<file path="src/rtl/display_buffer_pkg.sv">
// display_buffer_pkg: shared constants and types for the display buffer sequencer
package display_buffer_pkg;
  localparam int CTRL_WR      = 0;
  localparam int CTRL_SWAP    = 1;
  localparam int CTRL_CLR     = 2;
  localparam int CTRL_OVR_CLR = 3;
  localparam int STAT_WR_ACK    = 0;
  localparam int STAT_SWAP_ACK  = 1;
  localparam int STAT_CLR_DONE  = 2;
  localparam int STAT_OVERRUN   = 3;
  localparam int STAT_WR_PEND   = 4;
  localparam int STAT_SWAP_PEND = 5;
  localparam int STAT_CLEARING  = 6;
  localparam int STAT_FRONT     = 7;
  typedef enum logic {IDLE, CLEAR} state_e;
  typedef enum logic [1:0] {GNT_NONE, GNT_SCAN, GNT_WR, GNT_CLR} gnt_e;
endpackage

</file>
<file path="src/rtl/toggle_req_detect.sv">
// toggle_req_detect: per-bit change detector that flags a request whenever an input bit toggles
// Ports: clk_i/rst_i clock and async active-high reset, sig_i monitored bus, req_o one-cycle request per changed bit.
// The first cycle after reset only captures sig_i, so a bus held non-zero through reset raises nothing.
module toggle_req_detect #(
  parameter int W = 8
) (
  input  logic         clk_i,
  input  logic         rst_i,
  input  logic [W-1:0] sig_i,
  output logic [W-1:0] req_o
);
  logic         init_q;
  logic [W-1:0] prev_q;
  always_ff @(posedge clk_i or posedge rst_i) begin
    if (rst_i) begin
      init_q <= 1'b0;
      prev_q <= '0;
    end else begin
      init_q <= 1'b1;
      prev_q <= sig_i;
    end
  end
  always_comb req_o = init_q ? (sig_i ^ prev_q) : '0;
endmodule

</file>
<file path="src/rtl/display_buffer_sequencer.sv">
// display_buffer_sequencer: arbitrates the double-buffered display RAM between scan reads and CPU writes/clears/swaps
// Ports: clk_clk/reset_reset clock and async active-high reset; pio_addr/pio_data/pio_ctrl CPU toggle-request exports;
//   pio_status handshake back to the CPU; scan_* real-time read port on the front bank; ram_* single registered RAM port.
module display_buffer_sequencer
  import display_buffer_pkg::*;
#(
  parameter int ADDR_W = 11,
  parameter int DATA_W = 32,
  parameter int CTRL_W = 8
) (
  input  logic              clk_clk,
  input  logic              reset_reset,
  input  logic [ADDR_W-1:0] pio_addr,
  input  logic [DATA_W-1:0] pio_data,
  input  logic [CTRL_W-1:0] pio_ctrl,
  output logic [7:0]        pio_status,
  input  logic              scan_rd_req,
  input  logic [ADDR_W-1:0] scan_rd_addr,
  input  logic              scan_frame_start,
  output logic              scan_rd_valid,
  output logic [DATA_W-1:0] scan_rd_data,
  output logic [ADDR_W:0]   ram_addr,
  output logic [DATA_W-1:0] ram_wdata,
  output logic              ram_we,
  input  logic [DATA_W-1:0] ram_rdata
);
  logic [CTRL_W-1:0] req;
  logic              unused_rsvd;
  gnt_e              gnt;
  logic              do_swap, clr_last, wr_take, wr_drop;
  state_e            state_q, state_d;
  logic              front_q, front_d;
  logic              wr_pend_q, wr_pend_d;
  logic              swap_pend_q, swap_pend_d;
  logic              ovr_q, ovr_d;
  logic              wr_ack_q, wr_ack_d;
  logic              swap_ack_q, swap_ack_d;
  logic              clr_done_q, clr_done_d;
  logic [ADDR_W-1:0] clr_cnt_q, clr_cnt_d;
  logic [ADDR_W-1:0] wr_addr_q, wr_addr_d;
  logic [DATA_W-1:0] wr_data_q, wr_data_d;
  logic [ADDR_W:0]   ram_addr_q, ram_addr_d;
  logic [DATA_W-1:0] ram_wdata_q, ram_wdata_d;
  logic              ram_we_q, ram_we_d;
  logic              rd_pipe_q, rd_pipe_d;
  logic              rd_valid_q;
  logic [7:0]        status_q, status_d;
  toggle_req_detect #(.W(CTRL_W)) u_req (
    .clk_i (clk_clk),
    .rst_i (reset_reset),
    .sig_i (pio_ctrl),
    .req_o (req)
  );
  assign unused_rsvd = ^req[CTRL_W-1:4];
  always_ff @(posedge clk_clk or posedge reset_reset) begin
    if (reset_reset) state_q <= IDLE;
    else state_q <= state_d;
  end
  always_comb begin
    gnt      = scan_rd_req ? GNT_SCAN : wr_pend_q ? GNT_WR : (state_q == CLEAR) ? GNT_CLR : GNT_NONE;
    clr_last = (gnt == GNT_CLR) && (&clr_cnt_q);
    state_d  = (state_q == IDLE) ? (req[CTRL_CLR] ? CLEAR : IDLE) : (clr_last ? IDLE : CLEAR);
  end
  // A swap only lands at a frame boundary with no write still queued and no clear running,
  // so the newly exposed bank is complete when scan starts reading it.
  always_comb begin
    do_swap     = scan_frame_start & swap_pend_q & ~wr_pend_q & (state_q == IDLE);
    wr_take     = req[CTRL_WR] & ~wr_pend_q;
    wr_drop     = req[CTRL_WR] & wr_pend_q;
    wr_pend_d   = wr_take | (wr_pend_q & (gnt != GNT_WR));
    wr_addr_d   = wr_take ? pio_addr : wr_addr_q;
    wr_data_d   = wr_take ? pio_data : wr_data_q;
    ovr_d       = wr_drop | (ovr_q & ~req[CTRL_OVR_CLR]);
    wr_ack_d    = wr_ack_q ^ (gnt == GNT_WR);
    swap_pend_d = req[CTRL_SWAP] | (swap_pend_q & ~do_swap);
    front_d     = front_q ^ do_swap;
    swap_ack_d  = swap_ack_q ^ do_swap;
    clr_cnt_d   = (state_q == IDLE) ? '0 : clr_cnt_q + ADDR_W'(gnt == GNT_CLR);
    clr_done_d  = clr_done_q ^ clr_last;
    ram_addr_d  = (gnt == GNT_SCAN) ? {front_q, scan_rd_addr} :
                  (gnt == GNT_WR)   ? {~front_q, wr_addr_q} :
                  (gnt == GNT_CLR)  ? {~front_q, clr_cnt_q} : ram_addr_q;
    ram_wdata_d = (gnt == GNT_WR) ? wr_data_q : (gnt == GNT_CLR) ? '0 : ram_wdata_q;
    ram_we_d    = (gnt == GNT_WR) || (gnt == GNT_CLR);
    rd_pipe_d   = (gnt == GNT_SCAN);
    status_d                 = '0;
    status_d[STAT_WR_ACK]    = wr_ack_q;
    status_d[STAT_SWAP_ACK]  = swap_ack_q;
    status_d[STAT_CLR_DONE]  = clr_done_q;
    status_d[STAT_OVERRUN]   = ovr_q;
    status_d[STAT_WR_PEND]   = wr_pend_q;
    status_d[STAT_SWAP_PEND] = swap_pend_q;
    status_d[STAT_CLEARING]  = (state_q == CLEAR);
    status_d[STAT_FRONT]     = front_q;
  end
  always_ff @(posedge clk_clk or posedge reset_reset) begin
    if (reset_reset) begin
      front_q     <= 1'b0;
      wr_pend_q   <= 1'b0;
      swap_pend_q <= 1'b0;
      ovr_q       <= 1'b0;
      wr_ack_q    <= 1'b0;
      swap_ack_q  <= 1'b0;
      clr_done_q  <= 1'b0;
      clr_cnt_q   <= '0;
      wr_addr_q   <= '0;
      wr_data_q   <= '0;
      ram_addr_q  <= '0;
      ram_wdata_q <= '0;
      ram_we_q    <= 1'b0;
      rd_pipe_q   <= 1'b0;
      rd_valid_q  <= 1'b0;
      status_q    <= '0;
    end else begin
      front_q     <= front_d;
      wr_pend_q   <= wr_pend_d;
      swap_pend_q <= swap_pend_d;
      ovr_q       <= ovr_d;
      wr_ack_q    <= wr_ack_d;
      swap_ack_q  <= swap_ack_d;
      clr_done_q  <= clr_done_d;
      clr_cnt_q   <= clr_cnt_d;
      wr_addr_q   <= wr_addr_d;
      wr_data_q   <= wr_data_d;
      ram_addr_q  <= ram_addr_d;
      ram_wdata_q <= ram_wdata_d;
      ram_we_q    <= ram_we_d;
      rd_pipe_q   <= rd_pipe_d;
      rd_valid_q  <= rd_pipe_q;
      status_q    <= status_d;
    end
  end
  assign ram_addr      = ram_addr_q;
  assign ram_wdata     = ram_wdata_q;
  assign ram_we        = ram_we_q;
  assign scan_rd_valid = rd_valid_q;
  assign scan_rd_data  = ram_rdata;
  assign pio_status    = status_q;
endmodule

</file>
<file path="config.mk">
export PLATFORM = sky130hd
export DESIGN_NAME = display_buffer_sequencer
export DESIGN_NICKNAME = d
export VERILOG_FILES = /design/src/rtl/display_buffer_pkg.sv /design/src/rtl/toggle_req_detect.sv /design/src/rtl/display_buffer_sequencer.sv
export SDC_FILE = /design/constraint.sdc
export NUM_CORES = 1
export LEC_CHECK = 0
export CORE_UTILIZATION = 45
export CTS_CLUSTER_SIZE = 8
export DETAILED_ROUTE_END_ITERATION = 7
export DONT_BUFFER_PORTS = 1
export PLACE_DENSITY = 0.73
export RECOVER_POWER = 100
export SLEW_MARGIN = 25
export SYNTH_ARGS = -nofsm -noshare
export SYNTH_HDL_FRONTEND = slang
export SYNTH_SLANG_ARGS = --single-unit
</file>
<file path="constraint.sdc">
create_clock -name clk_clk -period 3.9 [get_ports clk_clk]
set_input_delay 0.39 -clock clk_clk [delete_from_list [all_inputs] [get_ports clk_clk]]
set_output_delay 0.39 -clock clk_clk [all_outputs]
set_load 0.05 [all_outputs]
</file>
; Word-level counts from Yosys, hierarchy flattened
; Index checks and enable logic that the tools add are counted.
[totals]
ff_bits = 122
input_bits = 98
elab_cells = 63
[op_classes]
n_addsub = 1
n_eq_ne = 4
mux = 13
n_bitwise = 21
reduce_logical = 5
[ops]
columns = operator, count
row1 = $mux W32, 2
row2 = $mux W12, 3
row3 = $add A11 B1 Y11, 1
row4 = $mux W11, 1
row5 = $reduce_and A11 Y1, 1
row6 = $and A1 B1 Y1, 8
row7 = $mux W2, 3
row8 = $not A1 Y1, 5
row9 = $eq A2 B2 Y1 const B, 2
row10 = $mux W4, 1
row11 = $xor A1 B1 Y1, 4
row12 = $xor A4 B4 Y4, 1
row13 = $mux W1, 3
row14 = $or A1 B1 Y1, 3
row15 = $reduce_bool A3 Y1, 1
row16 = $eq A2 B1 Y1 const B, 1
row17 = $ne A2 B2 Y1 const B, 1
row18 = $reduce_bool A2 Y1, 1
row19 = $logic_and A1 B1 Y1, 1
row20 = $logic_or A1 B1 Y1, 1

; Longest topological paths before layout
; Gate-level depths: netlist of the first run.
[logic_depth]
depth_word = 7
mapped_depth = 8
depth_no_buf = 7

; Hierarchy
; A second synthesis of the first run with hierarchy kept.
[hier_totals]
hier_cells = 380
area_unflattened_um2 = 5195.0
[modules_own_cells]
columns = module, instances, cells_each, area_each_um2
row1 = display_buffer_sequencer, 1, 353, 4842.1
row2 = toggle_req_detect, 1, 27, 352.8

; Least setup slack after synthesis of the first run
; Ideal clock, no wire load.
[synth_timing]
path_type = input to register
startpoint = in scan_rd_req
endpoint = reg clr_cnt_q[10]
setup_ns = 0.119
arrival_ns = 1.673
t_required_ns = 3.781
setup_slack_ns = 2.108
cell_stages = 8
cell_sequence = buf_2 -> nor3b_2 -> ha_1 -> ha_1 -> and3_1 -> nand4_1 -> xnor2_1 -> and2_1
[synth_via]
elab_chain_len = 4
[synth_lines]
columns = item, line_no
row1 = start: declaration, display_buffer_sequencer.sv:17  ; input logic scan_rd_req,
row2 = $mux W2, display_buffer_sequencer.sv:60  ; gnt = scan_rd_req ? GNT_SCAN : wr_pend_q ? GNT_WR : (state_q == CLEAR) ? GNT_CLR : GNT_NONE;
row3 = $eq A2 B2 Y1, display_buffer_sequencer.sv:78  ; clr_cnt_d = (state_q == IDLE) ? '0 : clr_cnt_q + ADDR_W'(gnt == GNT_CLR);
row4 = $add A11 B1 Y11, display_buffer_sequencer.sv:78
row5 = $mux W11, display_buffer_sequencer.sv:78
row6 = net clr_cnt_d[10], display_buffer_sequencer.sv:39  ; logic [ADDR_W-1:0] clr_cnt_q, clr_cnt_d;
row7 = end signal: assignment, display_buffer_sequencer.sv:122  ; clr_cnt_q <= clr_cnt_d;
row8 = end: declaration, display_buffer_sequencer.sv:39
; The timed path passes the listed nets, and every way through them passes these cells.
; A chain may end at the register's enable or synchronous reset.

; Worst setup path in the final report of the first run
[layout_timing]
startpoint = reg wr_pend_q
endpoint = reg ram_wdata_q[18] (netlist: ram_wdata[18])
[layout_via]
elab_chain_len = 4
word_cells_on_any_way = 6
[layout_lines]
columns = item, line_no
row1 = start: declaration, display_buffer_sequencer.sv:33  ; logic wr_pend_q, wr_pend_d;
row2 = start signal: assignment, display_buffer_sequencer.sv:116  ; wr_pend_q <= wr_pend_d;
row3 = $mux W2 * (2 in a row), display_buffer_sequencer.sv:60
row4 = $eq A2 B2 Y1, display_buffer_sequencer.sv:83  ; ram_wdata_d = (gnt == GNT_WR) ? wr_data_q : (gnt == GNT_CLR) ? '0 : ram_wdata_q;
row5 = $mux W32 / $reduce_bool A2 Y1 (equally long branches), --
row6 = end signal: assignment, display_buffer_sequencer.sv:126  ; ram_wdata_q <= ram_wdata_d;
row7 = end: declaration, display_buffer_sequencer.sv:43  ; logic [DATA_W-1:0] ram_wdata_q, ram_wdata_d;
; Mark *: on every way between the ends. The rest lies on a longest branch, timed or not.

==> flow_summary.yaml, run 1 <==
logic_synthesis:
  synth.distinct_cells: 31
  synth_top_area_share_pct: 61.4
  ys_seq_elements: 122
  synthCells: 370
  synthFlopType: "dfrtp_1"
  yosysWarnings: 0
  synth_area_leader_cell: "dfrtp_1"
  yosysSeqAreaShare_pct: 61.4
  syn_nets: 470
  synth-async-reset-ratio_pct: 100
  synth_edf_count: 0
  syn_area_mm2: 0.00497
  syn_avg_cell_area_um2: 13.4
  synth_top_cells_by_area: "dfrtp_1 (61%), mux2_2 (8.6%), a22o_1 (5.8%)"
global_route:
  grt_usage_pct: 17.9
  grt_max_degree: 80
  grt_pass1_vias: 2875
  grt-ovfl-total: 0
  antenna_found_initial: 0
  grt_pass1_wl_mm: 15.1
clock_tree:
  htree_num_levels: 4
  cts_buffer_depth: 2
  cts_root_buf: "clkbuf_8"
  path_clk_slew_ns: 0.05
  cts_sinks: 122
  cts_resized: 0
  cts_made_buffers: 17
  clock_latency_ns: 0.51
  cts_tree: "yes"
critical_path:
  path_class: "reg -> reg"
  endpoint_kind: "register"
  critPathSlowestCell: "clkbuf_1"
  path_cells: "nor2_1 -> or2_1 -> clkbuf_1 -> a22o_1"
  path_buf_inv: 1
  startpoint_type: "register"
  slowest_delay_ns: 1.13
  r2r_start: "wr_pend_q$_DFF_PP0_"
  path_max_fanout: 33
  critPathTopFamily: "buffers and inverters"
  crit_arrival_ns: 3.30
  startpoint: "wr_pend_q$_DFF_PP0_"
  worst-r2r-setup-slack_ns: 1.04
  worstPathRequired_ns: 4.34
floorplanning:
  initial_core_util_pct: 46.1
  die_area_mm2: 0.0115
  ios: 184
  core-area_mm2: 0.0108
  die_h_um: 107
  die_w_um: 107
  rows: 38
detailed_routing:
  post-route-drc-count: 0
  drtIter0Drc: 169
  ant_nets: 0
  wire_per_inst_um: 19.0
  drtPass1Iterations: 4
  viasPerCell: 5.42
  wl_mm: 9.54
  vias: 2725
final_layout:
  n_antenna_cell: 0
  post-route-cell-area_mm2: 0.00552
  fillerInstances: 906
  area_delta_synth_final_pct: 11.1
  drive_gt1_share_pct: 19.3
  stdcell_count: 503
  fin_nets: 452
  fin_util_pct: 51.2
timing:
  post-route-period-util_pct: 73.4
  hold_violations: 0
  post-route-min-period_ns: 2.86
  slew_violations: 34
  setup_ws_ns: 1.04
  fmax_mhz: 350
  setup_viol: 0
  hold_slack_ns: 0.0273
  slew_headroom_pct: -4.40
  rsz0062_at_grt: "no"
  worst_pin_slew_ns: 1.57
  setup_tns_ns: 0
  clock-skew-final_ns: 0.00540
place:
  post_dp_cell_area_mm2: 0.00480
  place_inst: 462
  dp_hpwl_mm: 6.26
  io_buffers: 0
  gp_congestion: 0.754
  dp_slack_ns: 1.55
power:
  ir_drop_v: 0.000335
  power_mw: 4.29
  powerDensity_mw_per_mm2: 777
  p_leak_nw: 2.46
run_status:
  failed_checks: "capacitance limit, slew limit"
  outcome: "complete, but fails checks"
worst_hold_path:
  hold_class: "in -> reg"
  hp-start: "pio_data[15]"
run:
  max_cap_violations: 1
==> repair_timing <==
action,4_1_cts,5_1_grt
hold endpoints to repair,16,1
setup endpoints to repair,0,0
setup buffers,0,0
hold buffers,10,1
==> cell usage after synthesis, drive strengths merged (6+ instances only) <==
cell      n
dfrtp   122
buf      47
mux2     44
a22o     33
nand2    18
nor2     14
o21ai    12
a21oi    11
and2     11
mux2i    11
xor2      9
xnor2     8
clkbuf    6
==> state kept, by name, indices dropped and copies added, names as in the netlist, 4 cells and up <==
name and count:
clr_cnt_q 11, pio_status 8, ram_addr 12, ram_wdata 32
u_req.prev_q 4, wr_addr_q 11, wr_data_q 32
==> metal layers <==
layer	global-route usage, %	wire length, um	vias to the layer above
met5	0	0	-
met4	11.8	317	0
met3	6.63	777	34
met2	28.1	4680	101
met1	20.4	3760	1370
li1	-	-	1220
==> logic make-up (layout without fill, tap and decap cells) <==
logic type	count (synthesis)	after routing	synth area share, %
compound gates	59	59	8.63
xor+xnor	17	17	3.00
fa+ha+maj	2	2	0.503
buf+inv	55	48	8.00
flops	122	122	61.4
mux	55	55	12.2
other cells	1	1	0.0754
simple gates	59	59	6.19
==> cell usage in the layout, fill, tap and decap left out, types with 2 or more instances in the layout <==
| master | netlist | routed |
|---|---|---|
| mux2_2 | 38 | 38 |
| o21ai_0 | 12 | 12 |
| and3_1 | 3 | 3 |
| clkbuf_1 | 6 | 6 |
| a21o_1 | 2 | 2 |
| buf_4 | 33 | 2 |
| a21oi_1 | 11 | 11 |
| mux2_1 | 6 | 6 |
| nand4_1 | 3 | 3 |
| dfrtp_1 | 122 | 122 |
| nand2_1 | 18 | 18 |
| and2_1 | 11 | 2 |
| clkinv_2 | 0 | 2 |
| clkbuf_16 | 0 | 16 |
| bufinv_16 | 0 | 5 |
| mux2i_1 | 11 | 11 |
| xor2_1 | 9 | 9 |
| and2_0 | 0 | 9 |
| xnor2_1 | 8 | 8 |
| and4_1 | 3 | 3 |
| nor2_1 | 12 | 13 |
| nand3_1 | 3 | 3 |
| a22o_1 | 33 | 33 |
| dlygate4sd3_1 | 0 | 11 |
| clkbuf_8 | 0 | 3 |
| ha_1 | 2 | 2 |
==> where the power goes <==
group	total [mW]	switching, mW	leakage, nW	internal [mW]
Clock	1.63	0.507	0.301	1.13
Combinational	0.417	0.177	0.642	0.240
Sequential	2.24	0.682	1.52	1.56
==> layout make-up <==
| class | count | area (um2) | area share [%] |
|---|---|---|---|
| clock buffers | 22 | 453 | 8.20 |
| clock inverters | 8 | 168 | 3.04 |
| inverters | 2 | 12.5 | 0.227 |
| multi-input cells | 193 | 1520 | 27.6 |
| flip-flops and latches | 122 | 3050 | 55.3 |
| well taps | 140 | 175 | 3.17 |
| repair buffers | 16 | 136 | 2.47 |
==> path summary, 6_finish.rpt <==
path                       depth (start not counted)                         to
setup reg to reg                                   4  ram_wdata[18]$_DFFE_PP0P_
hold / removal                                     1  wr_data_q[15]$_DFFE_PP0P_
max in group asynchronous                          3            ovr_q$_DFF_PP0_
setup / recovery                                   4  ram_wdata[18]$_DFFE_PP0P_
hold reg to reg                                    0    scan_rd_valid$_DFF_PP0_
min in group asynchronous                          2  wr_data_q[26]$_DFFE_PP0P_
Power figures use the tool's default switching activity.
==> run 2, diff against run 1 <==
- ABC_AREA: unset -> 1
- PLACE_DENSITY: 0.73 -> 0.71
- clock period: 3.9 -> 2.9 ns (I/O delays scaled with it)
==> run 2 against run 1 <==
  * Highest routed layer unchanged
  * Synthesized cell count is 61% higher
  * Critical path type unchanged
  * The run now ends clean
  * Routed wire length is 22% higher
  * Sequential share of layout area is 2.4 points lower
==> flow_summary.yaml, run 2 <==
run_status:
  outcome: "complete, no violations"
power:
  ir_drop_v: 0.000525
  power_mw: 5.43
  powerDensity_mw_per_mm2: 941
  p_leak_nw: 2.92
logic_synthesis:
  synth_top_cells_by_area: "dfrtp_1 (58%), nand2_1 (11%), o21ai_1 (6.0%)"
  syn_nets: 694
  synthFlopType: "dfrtp_1"
  synth_edf_count: 0
  syn_avg_cell_area_um2: 8.86
  yosysWarnings: 0
  yosys-top-cells-count: "nand2_1 (148), dfrtp_1 (122), o21ai_1 (63)"
  synth_top_area_share_pct: 58.0
  synth.most_common_cell: "nand2_1"
  ys_seq_elements: 122
  yosysSeqAreaShare_pct: 58.0
  synth_area_leader_cell: "dfrtp_1"
  synth-async-reset-ratio_pct: 100
  synthCells: 594
  synth.distinct_cells: 22
  syn_area_mm2: 0.00526
timing:
  clock-skew-final_ns: 0.0149
  hold_violations: 0
  worst_pin_slew_ns: 1.17
  post-route-period-util_pct: 79.1
  setup_viol: 0
  slew_violations: 0
  rsz0062_at_grt: "no"
  slew_headroom_pct: 21.9
  setup_tns_ns: 0
  post-route-min-period_ns: 2.29
  fmax_mhz: 436
place:
  gp_congestion: 0.870
  post_dp_cell_area_mm2: 0.00513
  dp_hpwl_mm: 7.86
  io_buffers: 0
detailed_routing:
  ant_nets: 0
  wl_mm: 11.7
  post-route-drc-count: 0
  drtPass1Iterations: 4
  drtIter0Drc: 245
  vias: 3812
  viasPerCell: 5.25
  wire_per_inst_um: 16.1
floorplanning:
  die_h_um: 110
  rows: 39
  ios: 184
  die_area_mm2: 0.0121
  core-area_mm2: 0.0114
  initial_core_util_pct: 46.1
  die_w_um: 110
global_route:
  grt_pass1_wl_mm: 18.3
  antenna_found_initial: 0
  grt_usage_pct: 20.3
  grt_pass1_vias: 3669
  grt_max_degree: 62
  grt-ovfl-total: 0
final_layout:
  drive_gt1_share_pct: 6.69
  n_antenna_cell: 0
  fillerInstances: 1075
  post-route-cell-area_mm2: 0.00578
  final_common_cell: "nand2_1"
  regArea_mm2: 0.00305
  area_delta_synth_final_pct: 9.77
  most-common-layout-cells: "nand2_1 (148), dfrtp_1 (122), o21ai_0 (60)"
  fin_nets: 670
  multi_input_area_mm2: 0.00159
worst_hold_path:
  whs_path_depth: 2
  min_to: "wr_data_q[10]$_DFFE_PP0P_"
  hold_class: "in -> reg"
  hp-start: "pio_data[10]"
clock_tree:
  path_clk_slew_ns: 0.05
  cts_sinks: 122
  htree_num_levels: 4
  post_cts_buffers: 0
  cts_root_buf: "clkbuf_16"
  cts_buffer_depth: 2
  cts_tree: "yes"
  cts_made_buffers: 17
  clock_latency_ns: 0.42
critical_path:
  path_max_fanout: 25
  r2r-end: "ram_wdata[19]$_DFFE_PP0P_"
  r2r_start: "wr_pend_q$_DFF_PP0_"
  rr_worst_depth: 6
  crit_arrival_ns: 2.63
  worstPathRequired_ns: 3.24
  startpoint_type: "register"
  slowest_delay_ns: 0.61
  path_class: "reg -> reg"
  critPathSlowestCell: "clkbuf_1"
  endpoint_kind: "register"
  critPathTopFamily: "simple AND/OR/NAND/NOR gates"
  worst-r2r-setup-slack_ns: 0.61
  crit_path_frequent_cell: "nor2_4"
  path_buf_inv: 2
  path_cells: "clkbuf_1 -> nor2_4 -> nor2_4 -> buf_4 -> nand3_1 -> nand2_1"
run:
  max_cap_violations: 0
==> run 2: changes by cell type in the layout (fill, tap and decap cells not counted), moves of 8 or more <==
cell,before,now
a22o_1,33,0
and2_0,9,0
inv_1,1,59
mux2_2,38,0
mux2i_1,11,0
nand2_1,18,148
nand3_1,3,51
nor2_1,13,27
o21ai_0,12,60
o21ai_1,0,37
xor2_1,9,1
==> run 2: timing repair <==
action / in CTS / in global routing
setup endpoints to repair: 0 / 0
endpoints found under the hold margin: 36 / 0
hold buffers: 12 / 0
resized for setup: 0 / 0
==> run 2: cells by family after synthesis <==
kind of cell	share of synthesized area, %
AND/OR/NAND/NOR	18.4
buffers and inverters	11.9
flip-flops	58.0
AO/OA/AOI/OAI	10.6
XOR/XNOR	0.499
adder cells (fa/ha/maj)	0.476
other	0.0713
==> run 2: layer usage <==
metal  global-route usage [%]  vias to the layer above  routed length [um]
met4                     10.3                        0                 263
met3                     6.35                       33                 766
met1                     25.2                     1817                4990
li1                         -                     1813                   -
met5                        0                        -                   0
met2                     32.0                      149                5640
==> run 2: through the flow <==
step	util (%)	instances	hold slack, ns	setup WS, ns
5_1_grt	50.6	726	0.00932	0.315
3_5_place_dp	44.9	682	0.254	0.752
2_1_floorplan	-	594	0.321	0.992
6_report	50.6	726	0.0145	0.607
3_3_place_gp	44.9	682	0.244	0.815
4_1_cts	50.7	726	0.000726	0.739
==> run 2: layout make-up <==
type	instances	area share (%)
timing repair buffer	20	3.05
clock inverter	8	1.21
inverter	62	4.05
clock buffer	24	8.17
tap	143	3.10
multi-input combinational	347	27.6
sequential	122	52.9
==> run 2: worst reg2reg max path, cell delays in order, from the launching register on <==
cell      delay (ns)
dfrtp_1         0.34
clkbuf_1        0.61
nor2_4          0.26
nor2_4          0.55
buf_4           0.29
nand3_1         0.09
nand2_1         0.09
==> run 2: report_power, final <==
| group | switching [mW] | internal (mW) |
|---|---|---|
| combinational | 0.388 | 0.215 |
| sequential | 0.854 | 2.06 |
| clock | 0.705 | 1.21 |
==> run 2: how the worst max path moves through the flow <==
stage | from | endpoint | depth (start not counted)
after detailed placement | state_q$_DFF_PP0_ | ram_addr[4]$_DFFE_PP0P_ | 6
after global routing | wr_pend_q$_DFF_PP0_ | ram_addr[9]$_DFFE_PP0P_ | 6
final | wr_pend_q$_DFF_PP0_ | ram_wdata[19]$_DFFE_PP0P_ | 6
after CTS | state_q$_DFF_PP0_ | ram_addr[11]$_DFFE_PP0P_ | 6
after global placement | state_q$_DFF_PP0_ | ram_addr[11]$_DFFE_PP0P_ | 6
after floorplan | wr_pend_q$_DFF_PP0_ | clr_cnt_q[10]$_DFF_PP0_ | 12
==> run 3, diff against run 2 <==
- clock period: 2.9 -> 2.25 ns (I/O delays scaled with it)
==> run 3 against run 2 <==
  * The run now ends with capacitance limit, slew limit left
  * Routed wire length rose by 3.7%
  * Core utilization rose by 4.1 points
  * Register-to-register slack got worse by 0.31 ns
  * Clock skew fell by 0.0038 ns
  * Sequential share of layout area fell by 4.0 points
  * Clock power rose by 29%
  * Combinational power rose by 43%
  * Via count rose by 4.7%
  * Worst hold slack improved by 0.034 ns
  * First-iteration DRC count rose by 21%
  * Critical path type unchanged
  * Largest power group unchanged
==> flow_summary.yaml, run 3 (synthesized netlist as in run 2, its figures left out) <==
timing:
  hold_slack_ns: 0.0481
  post-route-min-period_ns: 1.95
  fmax_mhz: 512
  setup_viol: 0
  clock-skew-final_ns: 0.0111
  hold_violations: 0
  slew_headroom_pct: -15.7
  worst_pin_slew_ns: 1.74
  setup_tns_ns: 0
  rsz0062_at_grt: "no"
  post-route-period-util_pct: 86.9
  slew_violations: 38
final_layout:
  drive_gt1_share_pct: 6.51
  n_antenna_cell: 0
  final_common_cell: "nand2_1"
  area_delta_synth_final_pct: 18.6
  fin_nets: 718
  post-route-cell-area_mm2: 0.00624
  fin_util_pct: 54.7
  most-common-layout-cells: "nand2_1 (148), dfrtp_1 (122), inv_1 (59), o21ai_0 (59), dlygate4sd3_1 (57)"
floorplanning:
  initial_core_util_pct: 46.1
  ios: 184
  die_w_um: 110
  rows: 39
  core-area_mm2: 0.0114
  die_h_um: 110
  die_area_mm2: 0.0121
detailed_routing:
  ant_nets: 0
  wl_mm: 12.1
  drtPass1Iterations: 5
  wire_per_inst_um: 15.6
  vias: 3992
  viasPerCell: 5.16
  post-route-drc-count: 0
  drtIter0Drc: 296
critical_path:
  endpoint_kind: "register"
  startpoint: "wr_pend_q$_DFF_PP0_"
  path_max_fanout: 18
  r2r_start: "wr_pend_q$_DFF_PP0_"
  crit_arrival_ns: 2.28
  worstPathRequired_ns: 2.57
  startpoint_type: "register"
  path_class: "reg -> reg"
place:
  dp_hpwl_mm: 7.64
  gp_congestion: 0.958
  io_buffers: 0
  post_dp_cell_area_mm2: 0.00515
worst_hold_path:
  hp-start: "scan_rd_req"
  hold_class: "in -> reg"
clock_tree:
  cts_sinks: 122
  cts_root_buf: "clkbuf_16"
  cts_buffer_depth: 2
  clock_latency_ns: 0.41
  post_cts_buffers: 0
  path_clk_slew_ns: 0.05
  cts_tree: "yes"
  cts_resized: 0
  cts_made_buffers: 17
  cts_hold_buf: 58
  htree_num_levels: 4
power:
  p_leak_nw: 3.13
  ir_drop_v: 0.000781
  powerDensity_mw_per_mm2: 1130
global_route:
  grt_pass1_wl_mm: 19.4
  grt_max_degree: 68
  grt-ovfl-total: 0
  grt_pass1_vias: 3992
  grt_usage_pct: 21.6
  antenna_found_initial: 0
run:
  max_cap_violations: 1
run_status:
  failed_checks: "capacitance limit, slew limit"
  outcome: "complete, but fails checks"
## run 3: where the power goes
part           total, mW  internal [mW]  switching [mW]
clock               2.47           1.56           0.908
combinational      0.866          0.336           0.530
sequential          3.74           2.65            1.09
total               7.07           4.54            2.53
## run 3: path summary, 6_finish.rpt
check                      cells after the start  slack [ns]                       end
max                                            6        0.30  ram_addr[11]$_DFFE_PP0P_
min                                            1        0.05          ram_we$_DFF_PP0_
max reg2reg                                    6        0.30  ram_addr[11]$_DFFE_PP0P_
min reg2reg                                    0        0.35   scan_rd_valid$_DFF_PP0_
max in group asynchronous                      3        0.69   ram_addr[7]$_DFFE_PP0P_
min in group asynchronous                      2        0.48       wr_pend_q$_DFF_PP0_
## run 3: worst max-delay path, stage by stage (launching register included)
cell and delay [ns]:
dfrtp_1 0.37, buf_4 0.20, nor2_1 0.27, nand2_1 0.37, inv_1 0.45, nand2_1 0.10, o211ai_1 0.10
## run 3: routing by layer
metal	part of all wire, %	global-route usage, %	routed length (um)	up-vias
met3	6.8	7.64	825	25
li1	-	-	-	1903
met1	42	25.4	5030	1913
met2	50	36.0	6050	151
met4	1.5	8.93	182	0
met5	0	0	0	-
## run 3: metrics by stage
step                power, mW  cells  setup WS (ns)
global placement         4.53    684          0.489
global route             7.44    773          0.148
detailed placement       4.58    684          0.456
floorplan                4.48    594          0.342
CTS                      7.17    773          0.457
finish                   7.07    773          0.295
## run 3: layout make-up
| class | instances | area (um2) |
|---|---|---|
| Clock buffer | 23 | 468 |
| Clock inverter | 8 | 71.3 |
| Fill cell | 994 | 5180 |
| Inverter | 62 | 234 |
| Multi-Input combinational cell | 347 | 1580 |
| Sequential cell | 122 | 3050 |
| Tap cell | 143 | 179 |
| Timing Repair Buffer | 68 | 653 |
